## src/rtl/regfile_pkg.sv

```systemverilog
// Shared constants and types for the multi-port register file.
// Latency: n/a (declarations only).
// Backpressure: n/a.
package regfile_pkg;

  localparam int DEF_XLEN  = 32;
  localparam int DEF_NREGS = 32;
  localparam int DEF_AW    = $clog2(DEF_NREGS);

  // Architectural register indices with fixed meaning in the MIPS ABI.
  localparam int REG_ZERO = 0;
  localparam int REG_SP   = 29;
  localparam int REG_RA   = 31;

  typedef logic [DEF_AW-1:0]   reg_idx_t;
  typedef logic [DEF_XLEN-1:0] word_t;

endpackage

```

## src/rtl/regfile_rdport.sv

```systemverilog
// One read port: register select, same-cycle write bypass, busy qualification.
// Latency: combinational, zero cycles.
// Backpressure: none; always presents a value for the addressed register.
// Ports: reset (bypass suppressed while high), wr_en/wr_num/wr_data (both write
// ports, for bypass), regs_flat/busy_vec (stored state, slot 0 ignored),
// rd_num -> rd_data, rd_busy.
import regfile_pkg::*;

module regfile_rdport #(
  parameter int XLEN  = DEF_XLEN,
  parameter int NREGS = DEF_NREGS,
  parameter int AW    = $clog2(NREGS)
) (
  input  logic                  reset,
  input  logic [1:0]            wr_en,
  input  logic [2*AW-1:0]       wr_num,
  input  logic [2*XLEN-1:0]     wr_data,
  input  logic [NREGS*XLEN-1:0] regs_flat,
  input  logic [NREGS-1:0]      busy_vec,
  input  logic [AW-1:0]         rd_num,
  output logic [XLEN-1:0]       rd_data,
  output logic                  rd_busy
);

  logic hit0, hit1;

  // While reset is high no write can land, so nothing may be forwarded.
  assign hit0 = !reset && wr_en[0] && (wr_num[AW-1:0]  == rd_num);
  assign hit1 = !reset && wr_en[1] && (wr_num[2*AW-1:AW] == rd_num);

  always_comb begin
    rd_data = regs_flat[rd_num*XLEN +: XLEN];
    rd_busy = busy_vec[rd_num];
    // Port1 (load path) has priority, matching what the storage will keep.
    if (hit1) begin
      rd_data = wr_data[XLEN +: XLEN];
      rd_busy = 1'b0;
    end else if (hit0) begin
      rd_data = wr_data[0 +: XLEN];
      rd_busy = 1'b0;
    end
    if (rd_num == AW'(REG_ZERO)) begin
      rd_data = '0;
      rd_busy = 1'b0;
    end
  end

endmodule

```

## src/rtl/regfile_mp.sv

```systemverilog
// Multi-port register file: 2 write ports, NRD read ports with bypass, busy scoreboard.
// Latency: reads combinational; writes and busy updates land at the next rising edge.
// Backpressure: none; the hazard unit stalls on rd_busy/any_busy externally.
// Ports: clk, reset (async, active-high), wr_en/wr_num/wr_data (port0 ALU,
// port1 load), rd_num -> rd_data/rd_busy, alloc_en/alloc_num (issue), any_busy.
import regfile_pkg::*;

module regfile_mp #(
  parameter int              XLEN    = DEF_XLEN,
  parameter int              NREGS   = DEF_NREGS,
  parameter int              AW      = $clog2(NREGS),
  parameter int              NRD     = 2,
  parameter int              SP_IDX  = REG_SP,
  parameter logic [XLEN-1:0] SP_INIT = '0,
  parameter int              RA_IDX  = REG_RA,
  parameter logic [XLEN-1:0] RA_INIT = '0
) (
  input  logic                clk,
  input  logic                reset,
  input  logic [1:0]          wr_en,
  input  logic [2*AW-1:0]     wr_num,
  input  logic [2*XLEN-1:0]   wr_data,
  input  logic [NRD*AW-1:0]   rd_num,
  output logic [NRD*XLEN-1:0] rd_data,
  output logic [NRD-1:0]      rd_busy,
  input  logic                alloc_en,
  input  logic [AW-1:0]       alloc_num,
  output logic                any_busy
);

  logic [XLEN-1:0]       regs [1:NREGS-1];
  logic [NREGS-1:1]      busy_q;
  logic [NREGS*XLEN-1:0] regs_flat;
  logic [NREGS-1:0]      busy_vec;
  logic [AW-1:0]         wnum0, wnum1;

  assign wnum0 = wr_num[0 +: AW];
  assign wnum1 = wr_num[AW +: AW];

  // Register storage. Port1 is tested first so it wins a same-index collision.
  always_ff @(posedge clk or posedge reset) begin
    if (reset) begin
      for (int i = 1; i < NREGS; i++) begin
        if (i == SP_IDX)      regs[i] <= SP_INIT;
        else if (i == RA_IDX) regs[i] <= RA_INIT;
        else                  regs[i] <= '0;
      end
    end else begin
      for (int i = 1; i < NREGS; i++) begin
        if (wr_en[1] && wnum1 == AW'(i))      regs[i] <= wr_data[XLEN +: XLEN];
        else if (wr_en[0] && wnum0 == AW'(i)) regs[i] <= wr_data[0 +: XLEN];
      end
    end
  end

  // Busy scoreboard: writeback clears, then issue sets, so a same-cycle
  // alloc of a register being written back leaves it busy.
  always_ff @(posedge clk or posedge reset) begin
    if (reset) begin
      busy_q <= '0;
    end else begin
      for (int i = 1; i < NREGS; i++) begin
        if (alloc_en && alloc_num == AW'(i))
          busy_q[i] <= 1'b1;
        else if ((wr_en[0] && wnum0 == AW'(i)) || (wr_en[1] && wnum1 == AW'(i)))
          busy_q[i] <= 1'b0;
      end
    end
  end

  assign any_busy = |busy_q;
  assign busy_vec = {busy_q, 1'b0};

  assign regs_flat[0 +: XLEN] = '0;
  for (genvar g = 1; g < NREGS; g++) begin : g_flat
    assign regs_flat[g*XLEN +: XLEN] = regs[g];
  end

  for (genvar k = 0; k < NRD; k++) begin : g_rd
    regfile_rdport #(
      .XLEN  (XLEN),
      .NREGS (NREGS),
      .AW    (AW)
    ) u_rdport (
      .reset     (reset),
      .wr_en     (wr_en),
      .wr_num    (wr_num),
      .wr_data   (wr_data),
      .regs_flat (regs_flat),
      .busy_vec  (busy_vec),
      .rd_num    (rd_num[k*AW +: AW]),
      .rd_data   (rd_data[k*XLEN +: XLEN]),
      .rd_busy   (rd_busy[k])
    );
  end

endmodule

```

## config.mk

```make
export PLATFORM = sky130hd
export DESIGN_NAME = regfile_mp
export DESIGN_NICKNAME = d
export VERILOG_FILES = /design/src/rtl/regfile_pkg.sv /design/src/rtl/regfile_rdport.sv /design/src/rtl/regfile_mp.sv
export SDC_FILE = /design/constraint.sdc
export NUM_CORES = 2
export LEC_CHECK = 0
export BUFFER_PORTS_ARGS = -buffer_cell sky130_fd_sc_hd__buf_2
export CAP_MARGIN = 40
export CORE_MARGIN = 5
export CORE_UTILIZATION = 66
export CTS_BUF_LIST = sky130_fd_sc_hd__clkbuf_4 sky130_fd_sc_hd__clkbuf_8
export DETAILED_ROUTE_END_ITERATION = 10
export GPL_TIMING_DRIVEN = 0
export PLACE_DENSITY = 0.88
export SYNTH_ARGS = -nofsm -noshare
export SYNTH_HDL_FRONTEND = slang
export SYNTH_SLANG_ARGS = --single-unit
```

## constraint.sdc

```tcl
create_clock -name clk -period 49.3 [get_ports clk]
set_input_delay 9.86 -clock clk [delete_from_list [all_inputs] [get_ports clk]]
set_output_delay 9.86 -clock clk [all_outputs]
set_load 0.005 [all_outputs]
```

==> results_dict.tcl <==
set metrics [dict create \
    outcome "complete, but fails checks" \
    violations "DRC" \
    end_kind "output port" \
    crit_slowest_cell "nand3_1" \
    critical_path_class "in -> out" \
    yosysUniqueCellTypes 64 \
    coreArea_sq_um 100000 \
    overflow 0 \
    seq_area_frac_synth_pct 38.5 \
    io_buffers 89 \
    ys_ff_latch 1023 \
    synth_edf_count 0 \
    cp-start-kind "input pin" \
    synthArstFlopShare_pct 100 \
    grt_pass1_wl_um 434000 \
    synth-main-ff-cell "dfrtp_1" \
    grt_max_degree 125 \
    wl_um 308000 \
    r2r_cells 2 \
    fillers 7291 \
    min_to "busy_q[17]" \
    first_pass_iters 11 \
    worst_slew_pin_slew_ps 1190 \
    min_period_ps 24030 \
    slew_headroom_pct 20.0 \
    worst_skew_pair.late_latency_ps 950 \
    final_common_cell "mux2i_1" \
    rsz0062_at_grt "no" \
    ant_nets 0 \
    rows 116 \
    antenna_found_initial 15 \
    post-place-ws_ps 25700 \
    fin_crit_sh_pct 48.8 \
    finalMaxSlewViolations 0 \
    cts_inserted_buffers 181 \
    drv_cap 0 \
    io-pin-count 161 \
    critPathMaxStageDelay_ps 930 \
    rrSetupSlack_ps 48380 \
    drc_errors 14 \
    cp.required_ps 39440 \
    die_h_um 327 \
    cts-root-buf "clkbuf_8" \
    netlist_area_sq_um 66400 \
    crit_buf_inv 6 \
    max_freq_mhz 41.6 \
    cts_buffer_depth 3 \
    gp_congestion 1.09 \
    cts_tree "built" \
    finalHoldViolations 0 \
    ys_warn_count 0 \
    path_clk_slew_ps 60 \
    cts.sinks 1023 \
    layout-drive-gt1-share_pct 15.7 \
    ctsResizeCount 0 \
    grt_pass1_vias 61987 \
    worst_r2r_endpoint "regs[22]" \
    syn_nets 6810 \
    die_w_um 327 \
    clock_skew_ps 0 \
    layout_common_cells "mux2i_1 (1500), dfrtp_1 (1023), nand2_1 (564)" \
    vias 64776 \
    p_leak_nw 32.5 \
    layout-area-overhead-vs-synth_pct 10.6 \
    post_cts_buffers 0 \
    vdd_drop_max_mv 0.0329 \
    routed_via_density 7.59 \
    p_per_area_nw_per_um2 40.1 \
    syn_avg_cell_area_sq_um 9.89 \
    hold_buffers 0 \
    arrival_ps 14170 \
    setup-violations-final 0 \
    whs_path_depth 2 \
    hpwl_um 235000 \
    cts_max_level 4 \
    initialDrtViolationCount 12367 \
    timing.setup.tns_ps 0 \
    path_max_fanout 10 \
    synthCells 6716 \
    worstHoldPathType "reg -> reg" \
    initial_core_util_pct 66.4 \
    hold_start "busy_q[17]" \
    globalRouteTotalUtil_pct 56.2 \
    timing.rr.start "regs[22]" \
    critPathMostFrequentCell "buf_2" \
    path_cells "buf_2, buf_4, buf_2, buf_2, nand3_1, clkbuf_1, o22a_1, o31ai_1, o31ai_1, buf_2" \
    crit_family "buffers and inverters" \
    nNetsFinal 7172 \
    wl_per_cell_um 36.1 \
    fin_ws_ps 25270 \
    die_area_sq_um 107000 \
]
[worst register-to-register path, stage by stage (launching register included)]
cell and delay, ps:
dfrtp_1 400, mux2i_1 220, a21oi_1 130
[final cells by class]
cell class / count / area (sq um) / share of cell area [%]
multi-input cells: 4845 / 36900 / 50.2
flip-flops and latches: 1023 / 25600 / 34.9
plain buffers: 845 / 3910 / 5.32
clock buffers: 294 / 3650 / 4.97
well taps: 1298 / 1620 / 2.21
repair buffers: 179 / 1460 / 1.98
clock inverters: 27 / 251 / 0.342
diodes: 15 / 37.5 / 0.0511
inverters: 3 / 18.8 / 0.0256
[per-stage QoR]
step	util (%)	hold WS [ps]	total power, mW	std cells	area, sq um
6_report	73.4	575	2.95	8529	73400
3_3_place_gp	68.5	550	1.98	8103	68500
2_1_floorplan	-	500	1.75	6716	66400
3_5_place_dp	69.2	565	2.02	8156	69200
5_1_grt	73.4	596	3.02	8515	73400
4_1_cts	73.1	573	2.87	8477	73100
[sequential cells by signal, summed over array words and instances (netlist names)]
signal and count:
regs 992, busy_q 31
[per-layer routing]
| layer | part of all wire (%) | wire length [um] | global-route usage [%] | up-vias |
|---|---|---|---|---|
| met5 | 0.033 | 101 | 0.770 | - |
| met1 | 33 | 101000 | 67.0 | 30833 |
| met2 | 39 | 121000 | 76.9 | 6709 |
| met3 | 15 | 46700 | 22.6 | 1962 |
| li1 | - | - | - | 25270 |
| met4 | 13 | 39300 | 52.1 | 2 |
[logic make-up after synthesis]
group / Yosys count / synth area share (%)
muxes: 1811 / 31.5
AOI/OAI and AO/OA: 1632 / 15.0
and+or+nand+nor: 1382 / 8.82
DFF: 1023 / 38.5
buffers and inverters: 848 / 5.90
xor gates and xnor gates: 20 / 0.264
[cells in the mapped netlist (51+ instances only)]
cell	number	area [sq um]
mux2i_1	1500	15000
dfrtp_1	1023	25600
nand2_1	564	2120
a21oi_1	546	2730
nor2_1	536	2010
clkbuf_1	516	1940
o21ai_0	441	2210
mux4_2	211	4750
o22ai_1	190	1190
buf_2	146	731
nor3_1	103	515
mux2_2	99	1110
buf_1	75	282
buf_4	71	533
a22oi_1	63	473
a32oi_1	63	552
o21ai_1	60	300
o31ai_1	57	428
o22a_1	56	490
nand2b_1	51	319
[power breakdown]
group | switching, mW | total [mW] | leakage, nW | internal, mW
clock | 0.399 | 0.876 | 2.09 | 0.478
sequential | 0.208 | 1.27 | 12.5 | 1.06
combinational | 0.432 | 0.798 | 17.9 | 0.366
total | 1.04 | 2.95 | 32.5 | 1.91
[worst max path at each step]
stage | start | end | cells after the start
floorplan | reset | rd_busy[1] | 8
global placement | reset | rd_busy[1] | 10
detailed placement | reset | rd_busy[0] | 13
CTS | reset | rd_busy[0] | 13
global route | reset | rd_busy[0] | 13
finish | rd_num[1] | rd_data[10] | 10
Note: power is estimated with default switching activity, not from simulation.
